### config.mk
export PLATFORM = sky130hd
export DESIGN_NAME = ppu_vram_port
export DESIGN_NICKNAME = d
export VERILOG_FILES = /design/src/rtl/ppu_vram_port.sv
export SDC_FILE = /design/constraint.sdc
export NUM_CORES = 1
export LEC_CHECK = 0
export CELL_PAD_IN_SITES_DETAIL_PLACEMENT = 0
export CELL_PAD_IN_SITES_GLOBAL_PLACEMENT = 1
export CORE_AREA = 2 2 77 94
export CTS_BUF_LIST = sky130_fd_sc_hd__clkbuf_8
export CTS_CLUSTER_SIZE = 8
export DETAILED_ROUTE_END_ITERATION = 12
export DIE_AREA = 0 0 79 96
export PLACE_DENSITY = 0.93
export SLEW_MARGIN = 10
export SYNTH_ARGS = -nofsm -noshare
export SYNTH_HDL_FRONTEND = slang
export SYNTH_SLANG_ARGS = --single-unit
### constraint.sdc
create_clock -name i_cpu_clk -period 2.25 [get_ports i_cpu_clk]
set_input_delay 0.3375 -clock i_cpu_clk [delete_from_list [all_inputs] [get_ports i_cpu_clk]]
set_output_delay 0.3375 -clock i_cpu_clk [all_outputs]
set_load 0.1 [all_outputs]
### src/rtl/ppu_vram_port.sv
// CPU-side PPUADDR/PPUDATA initiator for the PPU VRAM configuration port.
// Define PPU_PLT_DIRECT_RD_EN to return palette-space reads directly instead of via the read buffer.
module ppu_vram_port #(
  parameter int unsigned RD_LAT = 1
) (
  input  logic       i_cpu_clk,
  input  logic       i_cpu_rst,
  input  logic       i_reg_cs,
  input  logic       i_reg_sel,
  input  logic       i_reg_we,
  input  logic [7:0] i_reg_wdata,
  input  logic       i_inc32,
  input  logic       i_latch_clr,
  output logic [7:0] o_reg_rdata,
  output logic       o_reg_rvalid,
  output logic       o_busy,
  output logic [15:0] o_vram_addr,
  output logic       o_vram_we,
  output logic [7:0] o_vram_wdata,
  input  logic [7:0] i_vram_rdata
);

  typedef enum logic [1:0] {StIdle, StRdWait, StRdCap} state_e;

  localparam logic [1:0] CntInit = 2'(RD_LAT - 1);

  state_e      r_state;
  logic [1:0]  r_cnt;
  logic [13:0] r_v;
  logic        r_w;
  logic [7:0]  r_rbuf;
  logic        r_plt;
  logic        r_busy;
  logic [7:0]  r_rdata;
  logic        r_rvalid;
  logic [15:0] r_vram_addr;
  logic        r_vram_we;
  logic [7:0]  r_vram_wdata;

  logic        w_addr_wr;
  logic        w_addr_rd;
  logic        w_data_wr;
  logic        w_data_rd;
  logic        w_plt;
  logic [13:0] w_v_inc;

  // Every CPU access except the w clear is dropped while a read is in flight.
  assign w_addr_wr = i_reg_cs & ~i_reg_sel & i_reg_we & ~r_busy;
  assign w_addr_rd = i_reg_cs & ~i_reg_sel & ~i_reg_we & ~r_busy;
  assign w_data_wr = i_reg_cs & i_reg_sel & i_reg_we & ~r_busy;
  assign w_data_rd = i_reg_cs & i_reg_sel & ~i_reg_we & ~r_busy;
  assign w_v_inc   = r_v + (i_inc32 ? 14'd32 : 14'd1);

`ifdef PPU_PLT_DIRECT_RD_EN
  assign w_plt = (r_v[13:8] == 6'h3F);
`else
  assign w_plt = 1'b0;
`endif

  always_ff @(posedge i_cpu_clk or posedge i_cpu_rst) begin
    if (i_cpu_rst) begin
      r_state      <= StIdle;
      r_cnt        <= 2'd0;
      r_v          <= 14'd0;
      r_w          <= 1'b0;
      r_rbuf       <= 8'd0;
      r_plt        <= 1'b0;
      r_busy       <= 1'b0;
      r_rdata      <= 8'd0;
      r_rvalid     <= 1'b0;
      r_vram_addr  <= 16'd0;
      r_vram_we    <= 1'b0;
      r_vram_wdata <= 8'd0;
    end else begin
      r_vram_we <= 1'b0;
      r_rvalid  <= 1'b0;

      // A coincident PPUSTATUS read wins over the PPUADDR write.
      if (i_latch_clr) begin
        r_w <= 1'b0;
      end else if (w_addr_wr) begin
        if (!r_w) r_v[13:8] <= i_reg_wdata[5:0];
        else      r_v[7:0]  <= i_reg_wdata;
        r_w <= ~r_w;
      end

      if (w_addr_rd) begin
        r_rdata  <= 8'd0;
        r_rvalid <= 1'b1;
      end

      if (w_data_wr) begin
        r_vram_addr  <= {2'b00, r_v};
        r_vram_wdata <= i_reg_wdata;
        r_vram_we    <= 1'b1;
        r_v          <= w_v_inc;
      end

      unique case (r_state)
        StIdle: begin
          if (w_data_rd) begin
            r_vram_addr <= {2'b00, r_v};
            r_v         <= w_v_inc;
            r_plt       <= w_plt;
            r_cnt       <= CntInit;
            r_busy      <= 1'b1;
            r_state     <= StRdWait;
            if (!w_plt) begin
              r_rdata  <= r_rbuf;
              r_rvalid <= 1'b1;
            end
          end
        end
        StRdWait: begin
          if (r_cnt == 2'd0) r_state <= StRdCap;
          else               r_cnt   <= r_cnt - 2'd1;
        end
        StRdCap: begin
          r_rbuf  <= i_vram_rdata;
          r_busy  <= 1'b0;
          r_state <= StIdle;
          if (r_plt) begin
            r_rdata  <= i_vram_rdata;
            r_rvalid <= 1'b1;
          end
        end
        default: r_state <= StIdle;
      endcase
    end
  end

  assign o_reg_rdata  = r_rdata;
  assign o_reg_rvalid = r_rvalid;
  assign o_busy       = r_busy;
  assign o_vram_addr  = r_vram_addr;
  assign o_vram_we    = r_vram_we;
  assign o_vram_wdata = r_vram_wdata;

endmodule

== Yosys cells after proc, flatten, opt, wreduce, memory -nomap -nowiden ==
Cells that the tools add are included.

* Register bits: 62
* Bits of input ports: 23
* Word-level logic and storage cells: 68
* Output and inout port bits: 35

* Eq/ne operators: 5
* Bitwise logic cells: 14
* Reductions and logical operators: 8
* Multiplexer cells: 28
* Add/sub/neg operators: 2

{| class="wikitable"
|+ Operators by type and width
! cell !! number
|-
| two-way mux 14 bit || 5
|-
| two-way mux 16 bit || 3
|-
| two-way mux 8 bit || 4
|-
| adder 14 x 6 -> 14 bit || 1
|-
| two-way mux 6 bit || 2
|-
| bitwise AND 1 bit || 10
|-
| two-way mux 2 bit || 4
|-
| one-hot mux 2 bit (2 select lines) || 2
|-
| two-way mux 1 bit || 7
|-
| != test 2 bit, second input constant || 3
|-
| nonzero test 2 bit || 3
|-
| zero test 2 bit || 2
|-
| inverter 1 bit || 4
|-
| AND reduction 2 bit || 2
|-
| AND reduction 3 bit || 1
|-
| == test 2 x 1 -> 1 bit, second input constant || 1
|-
| == test 2 bit, second input constant || 1
|-
| one-hot mux 1 bit (2 select lines) || 1
|-
| subtractor 2 x 1 -> 2 bit, second input constant || 1
|}

== Longest topological paths before layout ==
* Depth after elaboration: 9
* Mapped depth: 7

== Worst setup path before layout ==
OpenSTA, ideal clock, no wires.

* Path type: register to register
* From: register r_busy (netlist: o_busy)
* To: register r_vram_wdata[0] (netlist: o_vram_wdata[0])
* Required time: 2.124 ns
* Data arrival time: 1.901 ns
* Path slack: 0.223 ns
* Cell stages (with the launch flop): 5
* Path through: dfrtp_1 > and3b_1 > clkbuf_1 > nand2_1 > mux2_2

* Longest elaborated chain between the ends: 2

{| class="wikitable"
|+ Ends and longest elaborated chain
! what !! line !! text
|-
| start: declaration || 33 || <nowiki>logic r_busy;</nowiki>
|-
| start signal: assignment || 68 || <nowiki>r_busy <= 1'b0;</nowiki>
|-
| start signal: assignment || 106 || <nowiki>r_busy <= 1'b1;</nowiki>
|-
| start signal: assignment || 120 || <nowiki>r_busy <= 1'b0;</nowiki>
|-
| inverter 1 bit || 50 || <nowiki>assign w_data_wr = i_reg_cs & i_reg_sel & i_reg_we & ~r_busy;</nowiki>
|-
| bitwise AND 1 bit || 50 ||
|-
| end signal: assignment || 94 || <nowiki>r_vram_wdata <= i_reg_wdata;</nowiki>
|-
| end: declaration || 38 || <nowiki>logic [7:0] r_vram_wdata;</nowiki>
|}

No other way between the ends.
A chain may end at the register's enable or synchronous reset.

== Final worst setup path ==
* From: input port i_inc32
* To: register r_v[8]

* Longest elaborated chain between the ends: 5

{| class="wikitable"
|+ Ends and longest elaborated chain
! what !! line !! text
|-
| start: declaration || 12 || <nowiki>input logic i_inc32,</nowiki>
|-
| two-way mux 6 bit * || 52 || <nowiki>assign w_v_inc = r_v + (i_inc32 ? 14'd32 : 14'd1);</nowiki>
|-
| adder 14 x 6 -> 14 bit * || 52 ||
|-
| two-way mux 14 bit || 92 || <nowiki>if (w_data_wr) begin</nowiki>
|-
| two-way mux 14 bit || 101 || <nowiki>if (w_data_rd) begin</nowiki>
|-
| two-way mux 14 bit * || 99 || <nowiki>unique case (r_state)</nowiki>
|-
| end signal: assignment || 82 || <nowiki>if (!r_w) r_v[13:8] <= i_reg_wdata[5:0];</nowiki>
|-
| end signal: assignment || 96 || <nowiki>r_v <= w_v_inc;</nowiki>
|-
| end signal: assignment || 103 || <nowiki>r_v <= w_v_inc;</nowiki>
|-
| end: declaration || 29 || <nowiki>logic [13:0] r_v;</nowiki>
|}

Every way passes the cells marked *; elsewhere a longest branch is shown, timed or not.

==> impl_results.md <==
- Synth-to-Final Area Change: 33.01%
- Post-synth net total: 265
- Max Cap Violations: 0
- Detailed Routing Iterations Pass 1: 4
- Number of routed nets with antenna violations: 0
- Period utilization: 0.7750
- Final Hold Fails: 0
- DIE AREA: 7584 sq um
- Routed WL: 6118 um
- Clock Sinks: 62
- Layout cells sized above 1: 0.2677
- Mapped cell area: 2688 sq um
- Seq/Total Area, Yosys: 0.5773
- Vias per inst: 5.244
- Worst reg2reg path endpoint: r_v[8]
- Critical path capture point type: register
- FF-to-FF path depth: 5
- CTS buffer count: 9
- Average size of a mapped cell: 11.29 sq um
- Core footprint: 6689 sq um
- Synth top area cells: dfrtp_1, mux2_2, nand2_1
- Number of global-route vias before repair: 2122
- Nets: 332
- Reg-to-reg slack, setup: 0.54 ns
- Worst setup slack after placement: 0.1696 ns
- Top cell type's share of synthesized area: 0.5773
- ANT cells: 0
- Ys async rst share: 1.000
- Worst path slowest cell: clkdlybuf4s50_1
- Post-detailed-route wirelength per cell: 15.41 um
- #FFs+latches synth: 62
- Worst hold margin: 0.3831 ns
- Slowest stage delay, CP: 0.43 ns
- Worst Hold Class: in -> async
- Cells after Synth: 238
- Critical-path cell list: clkdlybuf4s50_1 > ha_1 > and3_1 > a31oi_1 > nor2_1 > a311oi_1
- Starting Density: 0.4018
- Family with the most delay on the worst path: compound AO/OA/AOI/OAI gates
- Port bufs: 57
- RSZ-0062 raised after global routing: no
- GRT overflow: 0
- Total GRT Usage: 0.1755
- Post-synth EDFFs: 0
- Max Freq: 0.5735 GHz
- Gp weighted congestion: 0.8894
- Post-CTS setup buffers: 0
- CTS clk-pin slew, worst paths: 0.07 ns
- Hold buffer count at cts: 0
- Count of unique library cells instantiated by Yosys: 45
- Num rows: 33
- Pins Over Slew Limit: 0
- YS warnings: 0
- Worst Setup Path Type: in -> reg
- Setup TNS: 0 ns
- CTS root buf: clkbuf_8
- Cell leakage power: 1.741 nW
- Die height: 96 um
- Die width: 79 um
- CTS tree: yes
- Clk_skew: 0.01066 ns
- Initial DRC count: 126
- H-tree levels: 3
- WP data required: 2.50 ns
- PostCTS Resize Cnt: 0
- Power density over the cells: 1599 nW/um^2
- First-pass GRT wire length: 10180 um
- # fillers: 600
- Relative slew slack: 0.6879
- Crit path time final: 1.744 ns
- Overall Power: 5.714 mW
- Crit start category: primary input
- CP Data Arrival Time: 1.99 ns
- Synth area leader: dfrtp_1
- Max clock buf depth: 2
- Remaining DRCs: 0
- Clk_lat worst skew: 0.34 ns
- Most instantiated library cell after synthesis: dfrtp_1
- Ys flop type: dfrtp_1
- DR vias: 2082
- DP HPWL: 4240 um
- Largest net degree at the start of global routing: 63
- Buf+Inv Stages, Crit Path: 1
- Antenna violations before repair: 0
- Final worst setup slack: 0.5063 ns
- Final setup fails: 0
- Worst-path maximum fanout: 4
- Status: completed
- Slew of the pin with the lowest slew margin: 0.4670 ns
- Post-layout util: 0.5344
- Worst VDD drop: 0.001065 V
- Synth cell count leaders: dfrtp_1, nand2_1, mux2_2
- I/O pin count: 58
- Crit Reg-Reg Startpoint: r_v[5]
==> worst min-delay path, delay by kind of cell <==
kind | cells | cell delay [ns]
buffers and inverters | 3 | 0.78
==> through the flow <==
| step | instances | area (sq um) |
|---|---|---|
| after detailed placement | 381 | 3304 |
| after floorplan | 238 | 2688 |
| after CTS | 397 | 3575 |
| after global placement | 381 | 3304 |
| final | 397 | 3575 |
| after global routing | 397 | 3575 |
==> power by group <==
part           switching [mW]  internal, mW  total (mW)
logic                    1.99         0.630        2.62
clock network           0.464         0.853        1.32
registers               0.281          1.50        1.78
==> cells in the final DEF, fill, tap and decap left out, types with 6 or more instances in the layout <==
cell,instances
nor2_1,15
a22o_1,9
nand2_1,43
inv_1,9
buf_4,40
and3_1,6
clkbuf_8,9
clkdlybuf4s50_1,22
mux2_2,16
dfrtp_1,62
o21ai_0,8
==> sequential cells by signal (all words and copies together), names as in the netlist <==
name,count
o_busy,1
o_reg_rdata,8
o_reg_rvalid,1
o_vram_addr,16
o_vram_wdata,8
o_vram_we,1
r_cnt,2
r_rbuf,8
r_state,2
r_v,14
r_w,1
==> layout make-up <==
class                      count  area (sq um)  area share
inverter                      10         37.54     0.01050
clock inverter                 7         146.4     0.04095
timing repair buffer          63         540.5      0.1512
sequential                    62          1551      0.4340
tap                           87         108.9     0.03045
clock buffer                   9         123.9     0.03465
multi-input combinational    159          1066      0.2982
==> how the worst max path moves through the flow <==
stage / start / to / slack [ns] / cells after the start
detailed placement: i_inc32 / r_v[10] / 0.17 / 6
floorplan: o_busy / o_vram_wdata[0] / 0.22 / 4
finish: i_inc32 / r_v[8] / 0.51 / 6
global route: i_inc32 / r_v[8] / 0.33 / 7
CTS: i_inc32 / r_v[10] / 0.54 / 6
global placement: i_inc32 / r_v[10] / 0.20 / 6
==> logic make-up after synthesis <==
group,Yosys count,share of synthesized area
buffers and inverters,17,0.02607
adders and majority gates,4,0.01862
xor gates and xnor gates,2,0.006519
AOI/OAI and AO/OA,43,0.1178
DFF,62,0.5773
muxes,21,0.08566
and+or+nand+nor,89,0.1681
==> routing by layer <==
layer | wire, um | GRT usage | up-vias
met5 | 0 | 0 | -
met4 | 109 | 0.06753 | 0
met3 | 386 | 0.05347 | 13
met2 | 3027 | 0.2860 | 70
met1 | 2595 | 0.2199 | 1020
li1 | - | - | 979
Power figures use the tool's default switching activity.
